### src/rtl/ttl_video_pkg.sv
// Shared definitions for the TTL-style video serializer path.
package ttl_video_pkg;

    localparam int unsigned DEF_WIDTH  = 8;
    localparam int unsigned DEF_PLANES = 3;
    localparam int unsigned MAX_WIDTH  = 32;

    typedef enum logic {
        ST_IDLE  = 1'b0,
        ST_SHIFT = 1'b1
    } shift_state_e;

    // Mirror a MAX_WIDTH-bit vector; narrower words are pre-aligned to the top by the caller.
    function automatic logic [MAX_WIDTH-1:0] bit_reverse(input logic [MAX_WIDTH-1:0] x);
        logic [MAX_WIDTH-1:0] r;
        r = '0;
        for (int i = 0; i < int'(MAX_WIDTH); i++) begin
            r[i] = x[int'(MAX_WIDTH) - 1 - i];
        end
        return r;
    endfunction

endpackage

### src/rtl/ls166_plane.sv
// One bit-plane PISO: parallel load (optionally mirrored) or left shift with zero fill.
module ls166_plane
    import ttl_video_pkg::*;
#(
    parameter int unsigned WIDTH = DEF_WIDTH
) (
    input  logic             clk,
    input  logic             rst_n,
    input  logic             ce,
    input  logic             load,
    input  logic             rev,
    input  logic [WIDTH-1:0] d,
    output logic             msb
);

    logic [WIDTH-1:0] sr;
    logic [WIDTH-1:0] d_rev;

    // Align the word to the top of the helper's range so the mirror lands in the low bits.
    assign d_rev = WIDTH'(bit_reverse(MAX_WIDTH'(d) << (MAX_WIDTH - WIDTH)));

    // Load on transfer, otherwise shift toward the MSB on every enabled clock.
    always_ff @(posedge clk or negedge rst_n) begin
        if (!rst_n) begin
            sr <= '0;
        end else if (ce) begin
            if (load) begin
                sr <= rev ? d_rev : d;
            end else begin
                sr <= {sr[WIDTH-2:0], 1'b0};
            end
        end
    end

    assign msb = sr[WIDTH-1];

endmodule

### src/rtl/ls166_pixel_serializer.sv
// Double-buffered multi-plane pixel serializer: hold register feeding per-plane shifters.
module ls166_pixel_serializer
    import ttl_video_pkg::*;
#(
    parameter int unsigned PLANES = DEF_PLANES,
    parameter int unsigned WIDTH  = DEF_WIDTH
) (
    input  logic                    CLK,
    input  logic                    CLR_N,
    input  logic                    CE,
    input  logic                    LD_VALID,
    output logic                    LD_READY,
    input  logic [PLANES*WIDTH-1:0] D,
    input  logic                    FLIP,
    output logic [PLANES-1:0]       PIX,
    output logic                    PIX_VALID,
    output logic                    UNDERRUN,
    input  logic                    UNDERRUN_CLR
);

    localparam int unsigned CW = (WIDTH > 1) ? $clog2(WIDTH) : 1;
    localparam logic [CW-1:0] LAST = CW'(WIDTH - 1);

    shift_state_e            state, state_nxt;
    logic [CW-1:0]           cnt, cnt_nxt;
    logic [PLANES*WIDTH-1:0] hold_q;
    logic                    hold_flip;
    logic                    hold_valid, hold_valid_nxt;
    logic                    ld_ready_q;
    logic                    underrun_q, underrun_nxt;
    logic                    transfer;
    logic                    accept;
    logic                    ur_set;

    // Shifter sequencing, hold handshake and underrun detection.
    always_comb begin
        state_nxt      = state;
        cnt_nxt        = cnt;
        transfer       = 1'b0;
        ur_set         = 1'b0;
        accept         = LD_VALID && ld_ready_q;
        hold_valid_nxt = hold_valid;
        underrun_nxt   = underrun_q;

        if (CE) begin
            case (state)
                ST_IDLE: begin
                    if (hold_valid) begin
                        transfer  = 1'b1;
                        state_nxt = ST_SHIFT;
                        cnt_nxt   = '0;
                    end else begin
                        ur_set = 1'b1;
                    end
                end
                ST_SHIFT: begin
                    if (cnt == LAST) begin
                        cnt_nxt = '0;
                        if (hold_valid) begin
                            transfer = 1'b1;
                        end else begin
                            state_nxt = ST_IDLE;
                        end
                    end else begin
                        cnt_nxt = cnt + CW'(1);
                    end
                end
            endcase
        end

        // A fresh accept wins over the transfer so neither word is lost.
        if (accept) begin
            hold_valid_nxt = 1'b1;
        end else if (transfer) begin
            hold_valid_nxt = 1'b0;
        end

        if (UNDERRUN_CLR) begin
            underrun_nxt = 1'b0;
        end else if (ur_set) begin
            underrun_nxt = 1'b1;
        end
    end

    // State, counter and status registers.
    always_ff @(posedge CLK or negedge CLR_N) begin
        if (!CLR_N) begin
            state      <= ST_IDLE;
            cnt        <= '0;
            hold_valid <= 1'b0;
            ld_ready_q <= 1'b1;
            underrun_q <= 1'b0;
        end else begin
            state      <= state_nxt;
            cnt        <= cnt_nxt;
            hold_valid <= hold_valid_nxt;
            ld_ready_q <= !hold_valid_nxt;
            underrun_q <= underrun_nxt;
        end
    end

    // Hold register captures the word and its flip attribute on accept.
    always_ff @(posedge CLK or negedge CLR_N) begin
        if (!CLR_N) begin
            hold_q    <= '0;
            hold_flip <= 1'b0;
        end else if (accept) begin
            hold_q    <= D;
            hold_flip <= FLIP;
        end
    end

    for (genvar p = 0; p < int'(PLANES); p++) begin : g_plane
        ls166_plane #(.WIDTH(WIDTH)) u_plane (
            .clk   (CLK),
            .rst_n (CLR_N),
            .ce    (CE),
            .load  (transfer),
            .rev   (hold_flip),
            .d     (hold_q[p*WIDTH +: WIDTH]),
            .msb   (PIX[p])
        );
    end

    assign LD_READY  = ld_ready_q;
    assign PIX_VALID = (state == ST_SHIFT);
    assign UNDERRUN  = underrun_q;

endmodule

### config.mk
export PLATFORM = sky130hd
export DESIGN_NAME = ls166_pixel_serializer
export DESIGN_NICKNAME = d
export VERILOG_FILES = /design/src/rtl/ttl_video_pkg.sv /design/src/rtl/ls166_plane.sv /design/src/rtl/ls166_pixel_serializer.sv
export SDC_FILE = /design/constraint.sdc
export NUM_CORES = 1
export LEC_CHECK = 0
export ABC_AREA = 1
export BUFFER_PORTS_ARGS = -buffer_cell sky130_fd_sc_hd__clkbuf_2
export CAP_MARGIN = 20
export CORE_AREA = 4 4 89 91
export DETAILED_ROUTE_END_ITERATION = 8
export DIE_AREA = 0 0 93 95
export PLACE_DENSITY_LB_ADDON = 0.15
export SYNTH_ARGS = -nofsm -noshare
export SYNTH_HDL_FRONTEND = slang
export SYNTH_SLANG_ARGS = --single-unit
### constraint.sdc
create_clock -name CLK -period 3.53 [get_ports CLK]
set_input_delay 0.353 -clock CLK [delete_from_list [all_inputs] [get_ports CLK]]
set_output_delay 0.353 -clock CLK [all_outputs]
set_load 0.05 [all_outputs]
Yosys cells after proc, flatten, opt, wreduce, memory -nomap -nowiden
Cells that the tools add are included.

storage, ports and cells
  register bits = 56
  logic and storage cells = 40

cells by class
  add/sub/neg operators = 1
  equality and inequality tests = 2
  mux-type cells = 22
  bitwise logic cells = 1
  reductions and logical operators = 4

operators with widths
  cell                 count
  $mux 8               6
  $mux 1               11
  $mux 3               2
  $pmux 3 s2           1
  $pmux 1 s2           2
  $add 3x1->3 const B  1
  $eq 3x3->1 const B   1
  $ne 2x2->1 const B   1
  $reduce_and 2->1     1
  $reduce_bool 2->1    1
  $logic_and 1x1->1    1
  $logic_not 1->1      1
  $not 1->1            1

Longest topological paths before layout
  depth in word-level cells = 7
  mapped depth = 8
  mapped depth without buffers = 8

Hierarchy
From an unflattened synthesis, not the netlist that was laid out.

second synthesis, totals
  cell total of the unflattened synthesis = 353
  area total of the unflattened synthesis = 2,716.4 µm²

modules (own cells, without submodules)
  module                  instances  cells an instance  area each (µm²)  seq. area each (µm²)
  ls166_plane             3          69                 479.2            200.2
  ls166_pixel_serializer  1          146                1,278.7          802.0

Least setup slack after synthesis
No wires, ideal clock.

  path kind = register to register
  start point = register cnt[0]
  end point = register g_plane[2].u_plane.sr[3]
  arrival time = 1,305 ps
  setup slack = 2,157 ps
  stages on the path, launching flop included = 9
  period minus slack after synthesis = 1,373 ps
  cells stage by stage = dfrtp_1 > ha_1 > ha_1 > inv_1 > nand2_1 > nand2_2 > buf_6 > nand3_1 > nand3_1

on the way
  word-level cells in the longest chain between the ends = 5

RTL lines
  element                   line                          RTL
  start: declaration        ls166_pixel_serializer.sv:25  logic [CW-1:0] cnt, cnt_nxt;
  start signal: assignment  ls166_pixel_serializer.sv:95  cnt <= cnt_nxt;
  $eq 3x3->1                ls166_pixel_serializer.sv:57  if (cnt == LAST) begin
  $mux 1                    ls166_pixel_serializer.sv:57
  $pmux 1 s2                ls166_pixel_serializer.sv:46  case (state)
  $mux 1                    ls166_pixel_serializer.sv:45  if (CE) begin
  $mux 8                    ls166_plane.sv:27             if (load) begin
  end signal: assignment    ls166_plane.sv:28             sr <= rev ? d_rev : d;
  end signal: assignment    ls166_plane.sv:30             sr <= {sr[WIDTH-2:0], 1'b0};
  end: declaration          ls166_plane.sv:16             logic [WIDTH-1:0] sr;

Every way passes these cells.
A chain may end at the register's enable or synchronous reset.

Worst setup path in the final report
  start point = register cnt[0]
  end point = register g_plane[1].u_plane.sr[2]

on the way
  word-level cells in the longest chain between the ends = 5

RTL lines
  element                 line
  $eq 3x3->1              ls166_pixel_serializer.sv:57
  $mux 1                  ls166_pixel_serializer.sv:57
  $pmux 1 s2              ls166_pixel_serializer.sv:46
  $mux 1                  ls166_pixel_serializer.sv:45
  $mux 8                  ls166_plane.sv:27
  end signal: assignment  ls166_plane.sv:28
  end signal: assignment  ls166_plane.sv:30
  end: declaration        ls166_plane.sv:16

Every way passes these cells.

==> results.cfg <==
[outcome]
status = complete, no violations

[synth]
synthMuxAreaShare = 0
synth_simple_gate_area_frac = 0.251
synth_top_family_by_area = simple AND/OR/NAND/NOR gates
ys_types = 19
netlist_instances = 321
syn_area_um2 = 2620
synth_xor_xnor_area_share = 0
synth-seq-cells = 56
yosys_warnings = 0
ys_seq_area_frac = 0.535
synth_compound_area_frac = 0.110
synth_fp_nets = 353
synthAdderAreaFrac = 0.00954
syn_avg_cell_area_um2 = 8.17

[worst_hold_path]
hold_path_class = primary input to asynchronous set/reset pin

[cts]
cts_tree = built
clk_pin_slew_ns = 0.09
post_cts_resized = 0
cts_root_buffer = clkbuf_8
cts-htree-levels = 2
ctsHoldBuffers = 0
cts_setup_buffers = 0
clockBufferDepth = 2
numClockSinks = 56
clk_latency_ns = 0.30
cts_buffers = 5

[sta]
worstMarginPinSlew_ns = 0.742
period_share = 0.474
slew_viol_final = 0
slew_headroom = 0.506
setup-tns-final_ns = 0
fmax_mhz = 598
fin_crit_ns = 1.67
whs_ns = 0.0961
setup-violations-final = 0
finalHoldViolCount = 0
finalClockSkew_ns = 0.00251
rsz0062_at_grt = false

[place]
gp_congestion = 0.729
port_buffers = 35
dp_hpwl_um = 3680

[die]
initial_core_util = 0.368
core_area_um2 = 7140
die_x_um = 93
row_count = 31
num_io_pins = 36
fp.dieH_um = 95
fp.dieArea_um2 = 8840

[routing]
ant_nets = 0
wl_um = 5360
drc = 0
drt-wirelength-per-cell_um = 12.1
via_count = 2019
routed_via_density = 4.55
first_pass_iters = 4
drt-initial-drc-count = 131

[power]
peakVddDrop_uv = 400
leakage_nw = 1.51
p_int_mw = 1.36
power.net_switching_uw = 859
clockPowerShare = 0.162
power_switching_share = 0.388
seq_power_share = 0.487
comb_power_share = 0.351
powerDensity_nw_per_um2 = 760

[setup_path]
worst_ep_required_time_ns = 3.77
arrival_ns = 1.92
slowest_stage = dfrtp_1
critPathCaptureType = flip-flop
slowest_delay_ns = 0.41
path_cells = ha_1, ha_1, inv_1, nand2_1, nand2_2, nand3_1, nand3_1
setup.worst_path.class = flip-flop to flip-flop
critPathLaunchType = flip-flop
worst-path-max-fanout = 22

[finish]
drive_gt1_frac = 0.142
final.fill_count = 756
final_common_cell = nand2_1
area_delta_synth_final_pct = 11.0
fin_nets = 376
diodes = 0
mostFrequentLayoutCells = 85 x nand2_1, 55 x dfrtp_1, 45 x nand3_1, 35 x clkbuf_2, 28 x o21ai_0

[global_routing]
grt_max_degree = 50
grt_pass1_vias = 1864
antenna_found_initial = 0
overflow = 0
track_usage = 0.131
grt_pass1_wl_um = 9250

[run]
drv_cap = 0
[through the flow]
stage               instance area [um^2]  worst slack [ns]  cells   util  power [mW]
detailed placement                  2800              1.72    435  0.392        1.85
global route                        2910              1.71    444  0.408        2.42
finish                              2910              1.86    444  0.408        2.21
global placement                    2800              1.74    435  0.392        1.84
floorplan                           2620              2.16    321      -        1.68
CTS                                 2890              1.73    443  0.404        2.21
[routing by layer]
metal	wire length, um	vias up	part of all wire	global-route usage
met1	2870	907	0.54	0.211
met2	2170	40	0.41	0.170
li1	-	1067	-	-
met3	236	5	0.044	0.0247
met5	0	-	0	0
met4	78	0	0.015	0.0440
[flip-flops by register name, indices dropped and copies added (netlist names)]
| signal | flops |
|---|---|
| g_plane.u_plane.sr | 24 |
| hold_q | 24 |
| cnt | 3 |
| LD_READY | 1 |
| PIX_VALID | 1 |
| UNDERRUN | 1 |
| hold_flip | 1 |
| hold_valid | 1 |
[worst max-delay path: cells and delay by family (launching register included)]
family | cells | cell delay, ns
fa+ha+maj | 2 | 0.40
buf+inv | 1 | 0.13
simple gates | 4 | 0.68
flops | 1 | 0.41
[cells in the mapped netlist]
cell | number | share of area
nand2_1 | 85 | 0.12
dfrtp_1 | 55 | 0.52
nand3_1 | 45 | 0.086
o21ai_0 | 28 | 0.053
inv_1 | 27 | 0.039
nor2_1 | 26 | 0.037
a21oi_1 | 25 | 0.048
buf_2 | 9 | 0.017
buf_4 | 5 | 0.014
buf_6 | 4 | 0.017
clkbuf_1 | 3 | 0.0043
ha_1 | 2 | 0.0095
a21oi_4 | 1 | 0.0062
buf_1 | 1 | 0.0014
dfstp_2 | 1 | 0.010
inv_2 | 1 | 0.0014
nand2_2 | 1 | 0.0024
nand2_4 | 1 | 0.0043
o31ai_1 | 1 | 0.0029
[final timing paths]
check | startpoint | endpoint | slack [ns] | cells after the start
worst max-delay path | cnt[0] | g_plane[1].u_plane.sr[2] | 1.86 | 7
worst min-delay path | CLR_N | cnt[2] | 0.1 | 1
worst max register to register | cnt[0] | g_plane[1].u_plane.sr[2] | 1.86 | 7
worst min register to register | g_plane[0].u_plane.sr[0] | g_plane[0].u_plane.sr[0] | 0.49 | 2
max in group asynchronous | CLR_N | g_plane[1].u_plane.sr[0] | 2.59 | 2
min in group CLK | UNDERRUN_CLR | UNDERRUN | 0.19 | 2
[cells by family after synthesis]
kind of cell	after synthesis
AND/OR/NAND/NOR	158
flip-flops	56
AO/OA/AOI/OAI	55
buffers and inverters	50
adder cells (fa/ha/maj)	2
[power groups by stage]
stage	sequential, mW	combinational [mW]	clock, mW
2_1_floorplan	1.06	0.626	0
3_3_place_gp	1.12	0.726	0
3_5_place_dp	1.12	0.731	0
4_1_cts	1.11	0.732	0.374
5_1_grt	1.12	0.908	0.396
6_report	1.08	0.778	0.358
[area by class of cell]
cell class                 instances  area, um^2  area share
clock buffer                       8        90.1      0.0309
sequential                        56        1400       0.482
inverter                          28         105      0.0361
timing repair buffer              38         218      0.0747
multi-input combinational        215         973       0.334
tap                               99         124      0.0425
Note: power is estimated with default switching activity, not from simulation.
